File: config.mk
export PLATFORM = sky130hd
export DESIGN_NAME = alu_reservation_station
export DESIGN_NICKNAME = d
export VERILOG_FILES = /design/src/rtl/alu_reservation_station.sv
export SDC_FILE = /design/constraint.sdc
export NUM_CORES = 1
export LEC_CHECK = 0
export CORE_MARGIN = 8
export CORE_UTILIZATION = 30
export CTS_BUF_LIST = sky130_fd_sc_hd__clkbuf_8
export CTS_CLUSTER_DIAMETER = 40
export DETAILED_ROUTE_END_ITERATION = 8
export GPL_ROUTABILITY_DRIVEN = 0
export PLACE_DENSITY_LB_ADDON = 0.3
export SYNTH_ARGS = -nofsm -noshare
export SYNTH_HDL_FRONTEND = slang
export SYNTH_SLANG_ARGS = --single-unit
File: constraint.sdc
create_clock -name in_clk -period 16.3 [get_ports in_clk]
set_input_delay 1.63 -clock in_clk [delete_from_list [all_inputs] [get_ports in_clk]]
set_output_delay 1.63 -clock in_clk [all_outputs]
set_load 0.03 [all_outputs]
File: src/rtl/alu_reservation_station.sv
// Operand-capturing reservation station for the ALU; issues the oldest ready entry.
// Optional: RS_DISPATCH_FWD_EN lets a dispatching operand capture a same-edge result broadcast.
module alu_reservation_station #(
  parameter int RS_DEPTH     = 4,
  parameter int ROB_IDX_SIZE = 5,
  parameter int GPR_SIZE     = 32,
  parameter int FU_OP_SIZE   = 4,
  parameter int NZCV_SIZE    = 4
) (
  input  logic                    in_clk,
  input  logic                    in_rst_n,
  input  logic                    in_flush,
  input  logic                    in_dispatch_valid,
  input  logic [FU_OP_SIZE-1:0]   in_dispatch_fu_op,
  input  logic [ROB_IDX_SIZE-1:0] in_dispatch_dst_rob_index,
  input  logic                    in_dispatch_set_nzcv,
  input  logic [NZCV_SIZE-1:0]    in_dispatch_nzcv,
  input  logic                    in_dispatch_a_ready,
  input  logic                    in_dispatch_b_ready,
  input  logic [GPR_SIZE-1:0]     in_dispatch_a_val,
  input  logic [GPR_SIZE-1:0]     in_dispatch_b_val,
  input  logic [ROB_IDX_SIZE-1:0] in_dispatch_a_tag,
  input  logic [ROB_IDX_SIZE-1:0] in_dispatch_b_tag,
  output logic                    out_dispatch_ready,
  input  logic                    in_fu_done,
  input  logic [ROB_IDX_SIZE-1:0] in_fu_dst_rob_index,
  input  logic [GPR_SIZE-1:0]     in_fu_value,
  input  logic                    in_fu_ready,
  output logic                    out_fu_start,
  output logic [FU_OP_SIZE-1:0]   out_fu_fu_op,
  output logic [GPR_SIZE-1:0]     out_fu_val_a,
  output logic [GPR_SIZE-1:0]     out_fu_val_b,
  output logic [ROB_IDX_SIZE-1:0] out_fu_dst_rob_index,
  output logic                    out_fu_set_nzcv,
  output logic [NZCV_SIZE-1:0]    out_fu_nzcv
);
  localparam int RW = (RS_DEPTH > 1) ? $clog2(RS_DEPTH) : 1;
  localparam int CW = $clog2(RS_DEPTH + 1);
  localparam logic [CW-1:0] DEPTH_C = CW'(RS_DEPTH);

  typedef struct packed {
    logic                    valid;
    logic [FU_OP_SIZE-1:0]   op;
    logic [ROB_IDX_SIZE-1:0] dst;
    logic                    set_nzcv;
    logic [NZCV_SIZE-1:0]    nzcv;
    logic                    a_rdy;
    logic [GPR_SIZE-1:0]     a_val;
    logic [ROB_IDX_SIZE-1:0] a_tag;
    logic                    b_rdy;
    logic [GPR_SIZE-1:0]     b_val;
    logic [ROB_IDX_SIZE-1:0] b_tag;
    logic [RW-1:0]           rank;
  } entry_t;

  entry_t entry_q [RS_DEPTH];
  entry_t entry_d [RS_DEPTH];

  logic                    fu_start_q, fu_start_d;
  logic [FU_OP_SIZE-1:0]   fu_op_q, fu_op_d;
  logic [GPR_SIZE-1:0]     val_a_q, val_a_d, val_b_q, val_b_d;
  logic [ROB_IDX_SIZE-1:0] dst_q, dst_d;
  logic                    set_nzcv_q, set_nzcv_d;
  logic [NZCV_SIZE-1:0]    nzcv_q, nzcv_d;

  logic [CW-1:0]       occ;
  logic [RS_DEPTH-1:0] elig, sel_oh, free_oh;
  logic                any_elig, any_free;
  logic [RW-1:0]       sel_rank, new_rank;
  logic                do_issue, do_dispatch;
  logic                fwd_a, fwd_b;

  always_comb begin
    occ      = '0;
    elig     = '0;
    any_elig = 1'b0;
    sel_rank = '0;
    free_oh  = '0;
    any_free = 1'b0;
    sel_oh   = '0;
    for (int i = 0; i < RS_DEPTH; i++) begin
      occ     = occ + CW'(entry_q[i].valid);
      elig[i] = entry_q[i].valid & entry_q[i].a_rdy & entry_q[i].b_rdy;
      if (elig[i] && (!any_elig || entry_q[i].rank < sel_rank)) begin
        any_elig = 1'b1;
        sel_rank = entry_q[i].rank;
      end
      if (!entry_q[i].valid && !any_free) begin
        free_oh[i] = 1'b1;
        any_free   = 1'b1;
      end
    end
    // Ranks of valid entries are unique, so this match is one-hot.
    for (int i = 0; i < RS_DEPTH; i++)
      sel_oh[i] = elig[i] && (entry_q[i].rank == sel_rank);
  end

  assign out_dispatch_ready = (occ < DEPTH_C);
  assign do_dispatch = in_dispatch_valid & out_dispatch_ready & ~in_flush;
  assign do_issue    = in_fu_ready & any_elig & ~in_flush;
  assign new_rank    = do_issue ? RW'(occ - 1'b1) : RW'(occ);

`ifdef RS_DISPATCH_FWD_EN
  assign fwd_a = ~in_dispatch_a_ready & in_fu_done & (in_dispatch_a_tag == in_fu_dst_rob_index);
  assign fwd_b = ~in_dispatch_b_ready & in_fu_done & (in_dispatch_b_tag == in_fu_dst_rob_index);
`else
  assign fwd_a = 1'b0;
  assign fwd_b = 1'b0;
`endif

  always_comb begin
    for (int i = 0; i < RS_DEPTH; i++) begin
      entry_d[i] = entry_q[i];
      if (in_fu_done && entry_q[i].valid) begin
        if (!entry_q[i].a_rdy && entry_q[i].a_tag == in_fu_dst_rob_index) begin
          entry_d[i].a_rdy = 1'b1;
          entry_d[i].a_val = in_fu_value;
        end
        if (!entry_q[i].b_rdy && entry_q[i].b_tag == in_fu_dst_rob_index) begin
          entry_d[i].b_rdy = 1'b1;
          entry_d[i].b_val = in_fu_value;
        end
      end
      if (do_issue) begin
        if (sel_oh[i])
          entry_d[i].valid = 1'b0;
        else if (entry_q[i].valid && entry_q[i].rank > sel_rank)
          entry_d[i].rank = entry_q[i].rank - 1'b1;
      end
      // Free slot is chosen from pre-edge state, so a slot vacated by issue waits a cycle.
      if (do_dispatch && free_oh[i]) begin
        entry_d[i].valid    = 1'b1;
        entry_d[i].op       = in_dispatch_fu_op;
        entry_d[i].dst      = in_dispatch_dst_rob_index;
        entry_d[i].set_nzcv = in_dispatch_set_nzcv;
        entry_d[i].nzcv     = in_dispatch_nzcv;
        entry_d[i].a_rdy    = in_dispatch_a_ready | fwd_a;
        entry_d[i].a_val    = fwd_a ? in_fu_value : in_dispatch_a_val;
        entry_d[i].a_tag    = in_dispatch_a_tag;
        entry_d[i].b_rdy    = in_dispatch_b_ready | fwd_b;
        entry_d[i].b_val    = fwd_b ? in_fu_value : in_dispatch_b_val;
        entry_d[i].b_tag    = in_dispatch_b_tag;
        entry_d[i].rank     = new_rank;
      end
      if (in_flush) begin
        entry_d[i].valid = 1'b0;
        entry_d[i].rank  = '0;
      end
    end
  end

  always_comb begin
    fu_start_d = do_issue;
    fu_op_d    = fu_op_q;
    val_a_d    = val_a_q;
    val_b_d    = val_b_q;
    dst_d      = dst_q;
    set_nzcv_d = set_nzcv_q;
    nzcv_d     = nzcv_q;
    if (do_issue) begin
      for (int i = 0; i < RS_DEPTH; i++) begin
        if (sel_oh[i]) begin
          fu_op_d    = entry_q[i].op;
          val_a_d    = entry_q[i].a_val;
          val_b_d    = entry_q[i].b_val;
          dst_d      = entry_q[i].dst;
          set_nzcv_d = entry_q[i].set_nzcv;
          nzcv_d     = entry_q[i].nzcv;
        end
      end
    end
  end

  always_ff @(posedge in_clk or negedge in_rst_n) begin
    if (!in_rst_n) begin
      for (int i = 0; i < RS_DEPTH; i++) entry_q[i] <= '0;
      fu_start_q <= 1'b0;
      fu_op_q    <= '0;
      val_a_q    <= '0;
      val_b_q    <= '0;
      dst_q      <= '0;
      set_nzcv_q <= 1'b0;
      nzcv_q     <= '0;
    end else begin
      for (int i = 0; i < RS_DEPTH; i++) entry_q[i] <= entry_d[i];
      fu_start_q <= fu_start_d;
      fu_op_q    <= fu_op_d;
      val_a_q    <= val_a_d;
      val_b_q    <= val_b_d;
      dst_q      <= dst_d;
      set_nzcv_q <= set_nzcv_d;
      nzcv_q     <= nzcv_d;
    end
  end

  assign out_fu_start         = fu_start_q;
  assign out_fu_fu_op         = fu_op_q;
  assign out_fu_val_a         = val_a_q;
  assign out_fu_val_b         = val_b_q;
  assign out_fu_dst_rob_index = dst_q;
  assign out_fu_set_nzcv      = set_nzcv_q;
  assign out_fu_nzcv          = nzcv_q;

endmodule

# [After elaboration in Yosys (flattened, before gate mapping)]
# Index checks and enable logic that the tools add are counted.
[word_totals] output_inout_bits=80 rom_bits=0 word_cells=278 latch_bits=0 regBits=451 mem_bits_rw=0 memories=0
[classes] mux=87 add_sub_neg=8 n_div=0 multipliers=0 n_reduce_logical=91 n_shift=0 order_cmp=8 bitwise=13 n_eq_ne=16
[ops] operator="two-way mux 33 bit" count=16
[ops] operator="two-way mux 93 bit" count=4
[ops] operator="two-way mux 32 bit" count=8
[ops] operator="two-way mux 2 bit" count=21
[ops] operator="== test 5 bit" count=8
[ops] operator="nonzero test 3 bit" count=12
[ops] operator="two-way mux 4 bit" count=8
[ops] operator="logical AND 1 bit" count=30
[ops] operator="two-way mux 1 bit" count=26
[ops] operator="AND reduction 2 bit" count=13
[ops] operator="nonzero test 2 bit" count=12
[ops] operator="two-way mux 5 bit" count=4
[ops] operator="logical NOT 1 bit" count=16
[ops] operator="bitwise AND 1 bit" count=12
[ops] operator="!= test 3 x 2 -> 1 bit (second input constant)" count=4
[ops] operator="AND reduction 3 bit" count=4
[ops] operator="subtractor 2 x 1 -> 2 bit (second input constant)" count=5
[ops] operator="== test 2 bit" count=4
[ops] operator="greater-than comparator 2 bit" count=4
[ops] operator="less-than comparator 2 bit" count=3
[ops] operator="nonzero test 4 bit" count=1
[ops] operator="adder 2 x 1 -> 3 bit" count=1
[ops] operator="adder 3 x 1 -> 3 bit" count=1
[ops] operator="logical OR 1 bit" count=3
[ops] operator="other kinds (3)" count=3

# [Longest topological paths before layout]
[depth] depth_word=22 mapped_depth=30 ltp_nobuf=26

# [Worst setup path before layout]
# Ideal clock, no wire load.
[synth_timing] path_type="reg-to-reg" startpoint="register entry_q[371] (netlist name)" endpoint="register fu_op_q[0] (netlist: out_fu_fu_op[0])" arrival_ns=5.589 required_time_ns=16.175 synth_period_minus_slack_ns=5.714 stages_incl_launch_ff=29 setup_ns=0.125 path_slack_ns=10.586 cell_sequence="dfrtp_1 -> buf_2 -> and3_1 -> nand2_1 -> ha_1 -> a21oi_1 -> o211ai_1 -> and2_1 -> ha_1 -> nor2_1 -> o21a_1 -> a211o_2 -> and2_4 -> ha_1 -> or3_1 -> a211o_1 -> nand3_1 -> o21ai_0 -> ha_1 -> nand2_1 -> nor3_1 -> o22ai_1 -> o311ai_1 -> buf_4 -> nor4_2 -> a21oi_2 -> buf_6 -> buf_6 -> mux2_4"
[synth_via] elab_chain_len=20
[synth_rtl] item="bitwise AND 1 bit * (2 in a row)" line_no="83" rtl="elig[i] = entry_q[i].valid & entry_q[i].a_rdy & entry_q[i].b_rdy;"
[synth_rtl] item="two-way mux 2 bit or two-way mux 1 bit (tied branches)" line_no="84" rtl="if (elig[i] && (!any_elig || entry_q[i].rank < sel_rank)) begin"
[synth_rtl] item="less-than comparator 2 bit or logical NOT 1 bit (tied branches)" line_no="84"
[synth_rtl] item="logical OR 1 bit" line_no="84"
[synth_rtl] item="logical AND 1 bit" line_no="84"
[synth_rtl] item="two-way mux 2 bit or two-way mux 1 bit (tied branches)" line_no="84"
[synth_rtl] item="less-than comparator 2 bit or logical NOT 1 bit (tied branches)" line_no="84"
[synth_rtl] item="logical OR 1 bit" line_no="84"
[synth_rtl] item="logical AND 1 bit" line_no="84"
[synth_rtl] item="two-way mux 2 bit or two-way mux 1 bit (tied branches)" line_no="84"
[synth_rtl] item="less-than comparator 2 bit or logical NOT 1 bit (tied branches)" line_no="84"
[synth_rtl] item="logical OR 1 bit" line_no="84"
[synth_rtl] item="logical AND 1 bit" line_no="84"
[synth_rtl] item="two-way mux 2 bit" line_no="84"
[synth_rtl] item="== test 2 bit" line_no="95" rtl="sel_oh[i] = elig[i] && (entry_q[i].rank == sel_rank);"
[synth_rtl] item="logical AND 1 bit" line_no="95"
[synth_rtl] item="two-way mux 4 bit (3 in a row)" line_no="162" rtl="if (sel_oh[i]) begin"
[synth_rtl] item="end signal, assigned" line_no="187" rtl="fu_op_q <= fu_op_d;"
[synth_rtl] item="end, declared" line_no="60" rtl="logic [FU_OP_SIZE-1:0] fu_op_q, fu_op_d;"
# Mark *: on every way between the ends. The rest lies on a longest branch, timed or not.
# A chain may end at the register's enable or synchronous reset.

# [Worst setup path in the final report]
[layout_timing] startpoint="register entry_q[371] (netlist name)" endpoint="register val_a_q[11] (netlist: out_fu_val_a[11])"
[layout_via] elab_chain_len=20
[layout_rtl] item="bitwise AND 1 bit * (2 in a row)" line_no="83"
[layout_rtl] item="two-way mux 2 bit or two-way mux 1 bit (tied branches)" line_no="84"
[layout_rtl] item="less-than comparator 2 bit or logical NOT 1 bit (tied branches)" line_no="84"
[layout_rtl] item="logical OR 1 bit" line_no="84"
[layout_rtl] item="logical AND 1 bit" line_no="84"
[layout_rtl] item="two-way mux 2 bit or two-way mux 1 bit (tied branches)" line_no="84"
[layout_rtl] item="less-than comparator 2 bit or logical NOT 1 bit (tied branches)" line_no="84"
[layout_rtl] item="logical OR 1 bit" line_no="84"
[layout_rtl] item="logical AND 1 bit" line_no="84"
[layout_rtl] item="two-way mux 2 bit or two-way mux 1 bit (tied branches)" line_no="84"
[layout_rtl] item="less-than comparator 2 bit or logical NOT 1 bit (tied branches)" line_no="84"
[layout_rtl] item="logical OR 1 bit" line_no="84"
[layout_rtl] item="logical AND 1 bit" line_no="84"
[layout_rtl] item="two-way mux 2 bit" line_no="84"
[layout_rtl] item="== test 2 bit" line_no="95"
[layout_rtl] item="logical AND 1 bit" line_no="95"
[layout_rtl] item="two-way mux 32 bit (3 in a row)" line_no="162"
[layout_rtl] item="end signal, assigned" line_no="188" rtl="val_a_q <= val_a_d;"
[layout_rtl] item="end, declared" line_no="61" rtl="logic [GPR_SIZE-1:0] val_a_q, val_a_d, val_b_q, val_b_d;"
# Marked as above.

==> impl_metrics.ini <==
[outcome]
status = finished, final reports clean

[route]
dr.pass1.iters = 5
postRouteAntennaNets = 0
drc_errors = 0
viasPerCell = 5.09
wl_um = 74600
drt_iter0_drc = 1155
wire_per_inst_um = 21.5
vias = 17700

[cts]
cts_hold_buf = 0
clk_pin_slew_ns = 0.06
root_buffer = clkbuf_8
post_cts_resized = 0
htreeDepth = 3
numClockSinks = 451
post_cts_buffers = 0
insertion_delay_ns = 0.68
clockBufferDepth = 3
tritoncts = done
cts_buffers = 96

[floorplanning]
core_um2 = 75600
initial_core_util_pct = 30.1
dieHeight_um = 291
io-pin-count = 213
die_area_um2 = 84900
num_rows = 101
die_w_um = 291

[logic_synthesis]
ys_seq_area_share_pct = 49.6
syn-num-nets = 2426
ys_seq_elements = 451
yosysUniqueCellTypes = 63
yosysWarnings = 0
synth_area_um2 = 22800
postSynthAreaPerCell_um2 = 9.97
synth_flop_cell = dfrtp_1
synth-edff-count = 0
syn_inst = 2283
synth_top_area_share_pct = 49.6
yosys-top-cells-area = dfrtp_1 (50%), mux2i_1 (15%), nand2_1 (5.6%)
synthArstFlopShare_pct = 100
synth_top_area_cell = dfrtp_1

[placement]
place_area_um2 = 25500
hpwl_um = 44500
dp.cells = 3298
numPortBuffers = 212

[power]
p_leak_nw = 13.4
power_density_nw_per_um2 = 129
p_total_mw = 3.57
worst_ir_drop_vdd_mv = 0.0563

[grt]
grt_max_degree = 107
grt_pass1_wl_um = 114000
antenna_found_initial = 3
grt.total_usage_pct = 17.2
first_global_vias = 18700
grt_overflow = 0

[timing]
fmax_mhz = 127
fin_crit_sh_pct = 48.5
rsz0062_at_grt = no
clock_skew_ns = 0.0352
drv_slew = 0
setup_viol = 0
maxSlewHeadroom_pct = 14.4
hold_viol_final = 0
fin_setup_tns_ns = 0
worst-slew-pin-transition_ns = 1.28
layout_min_cycle_time_ns = 7.90

[setup_path]
required_ns = 16.85
cp_data_arrival_time_ns = 8.45
crit_path_start = entry_q[371]$_DFFE_PN0P_
cp-start-kind = flop
end_kind = flop
timing.rr.start = entry_q[371]$_DFFE_PN0P_
timing_worst_setup_path_type = reg -> reg
worst-path-max-fanout = 52

[finish]
drive_above_1_share_pct = 12.5
fin_cells = 3474
fin_util_pct = 36.5
fin_area_um2 = 27600
syn_to_final_growth_pct = 21.2
nets = 2561

[run]
max-cap-violations = 0

[worst_hold_path]
hold_class = reg -> reg
hold_path_startpoint = entry_q[268]$_DFFE_PN0P_
path summary, 6_finish.rpt:
| kind | to | slack [ns] | depth (start not counted) |
|---|---|---|---|
| setup / recovery | out_fu_val_a[11]$_DFFE_PN0P_ | 8.40 | 22 |
| setup reg to reg | out_fu_val_a[11]$_DFFE_PN0P_ | 8.40 | 22 |
| hold reg to reg | entry_q[268]$_DFFE_PN0P_ | 0.47 | 2 |
| hold / removal | entry_q[268]$_DFFE_PN0P_ | 0.47 | 2 |
| max in group asynchronous | entry_q[173]$_DFFE_PN0P_ | 12.78 | 3 |
| min in group asynchronous | entry_q[163]$_DFFE_PN0P_ | 1.03 | 1 |
Yosys cell counts, types with 9 or more instances:
cell        n
mux2i_1   334
o21ai_0   147
nor2_1    158
a221oi_1   79
nand4_1    11
clkbuf_1  161
nor3_1     83
mux2_4     18
buf_1      12
ha_1        9
dfrtp_1   451
mux2_2     84
inv_1      88
buf_2      16
a21oi_1   141
xor2_1      9
nand2_1   342
xnor2_1    36
area by class of cell:
cell class                 count  area [um^2]
timing repair buffer         239         2330
clock buffer                 113         1560
clock inverter                61          489
antenna                        2         5.00
fill                        7460        48000
sequential                   451        11300
tap                          978         1220
inverter                      89          334
multi-input combinational   1541        10400
stage by stage:
step,hold slack (ns),setup slack (ns)
4_1_cts,0.478,8.39
5_1_grt,0.501,7.91
2_1_floorplan,0.445,10.59
6_report,0.473,8.40
3_5_place_dp,0.462,8.32
3_3_place_gp,0.459,8.50
sequential cells by signal, summed over array words and instances (netlist names):
signal                flops
out_fu_fu_op              4
out_fu_val_a             32
out_fu_set_nzcv           1
out_fu_nzcv               4
entry_q                 372
out_fu_val_b             32
out_fu_start              1
out_fu_dst_rob_index      5
cells in the final DEF, fill, tap and decap left out, drive strengths merged, types with 79 or more instances in the layout:
master         instances
clkbuf               113
nor3                  83
dfrtp                451
a221oi                79
inv                  112
mux2i                334
a21oi                142
nand2                342
clkdlybuf4s50        211
nor2                 159
o21ai                149
mux2                 102
kinds of logic (layout without fill, tap and decap cells):
kind of cell	after synthesis	count (layout)	share of synthesized area [%]
flops	451	451	49.6
buf+inv	291	502	5.20
simple gates	638	638	11.7
fa+ha+maj	10	10	0.583
compound gates	412	412	11.2
xor+xnor	45	45	1.73
other cells	0	2	0
mux	436	436	20.0
where the power goes:
part	internal, mW	switching [mW]	total [mW]
Clock	0.747	0.543	1.29
Combinational	0.355	0.384	0.739
Sequential	1.38	0.165	1.54
Total	2.48	1.09	3.57
layer usage:
metal | GRT usage (%) | share of wire (%) | vias to the layer above
met1 | 21.2 | 43 | 8834
met2 | 29.9 | 49 | 511
met3 | 3.49 | 5.4 | 131
met5 | 0 | 0.017 | -
li1 | - | - | 8196
met4 | 5.87 | 2.6 | 2
worst max-delay path, cell delays in order, from the launching register on:
cell and delay (ns):
dfrtp_1 0.52, and3_1 0.32, nand2_1 0.11, ha_1 0.31, a21oi_1 0.07, o211ai_1 0.27, and2_1 0.19, ha_1 0.23
nor2_1 0.09, o21a_1 0.20, a211o_2 0.37, and2_4 0.18, ha_1 0.19, or3_1 0.38, a211o_1 0.36, nand3_1 0.11
o21ai_0 0.21, ha_1 0.40, nand2_1 0.08, or3_4 0.62, a21oi_4 1.08, buf_4 0.98, mux2_2 0.43
(Power assumes the default switching activity.)
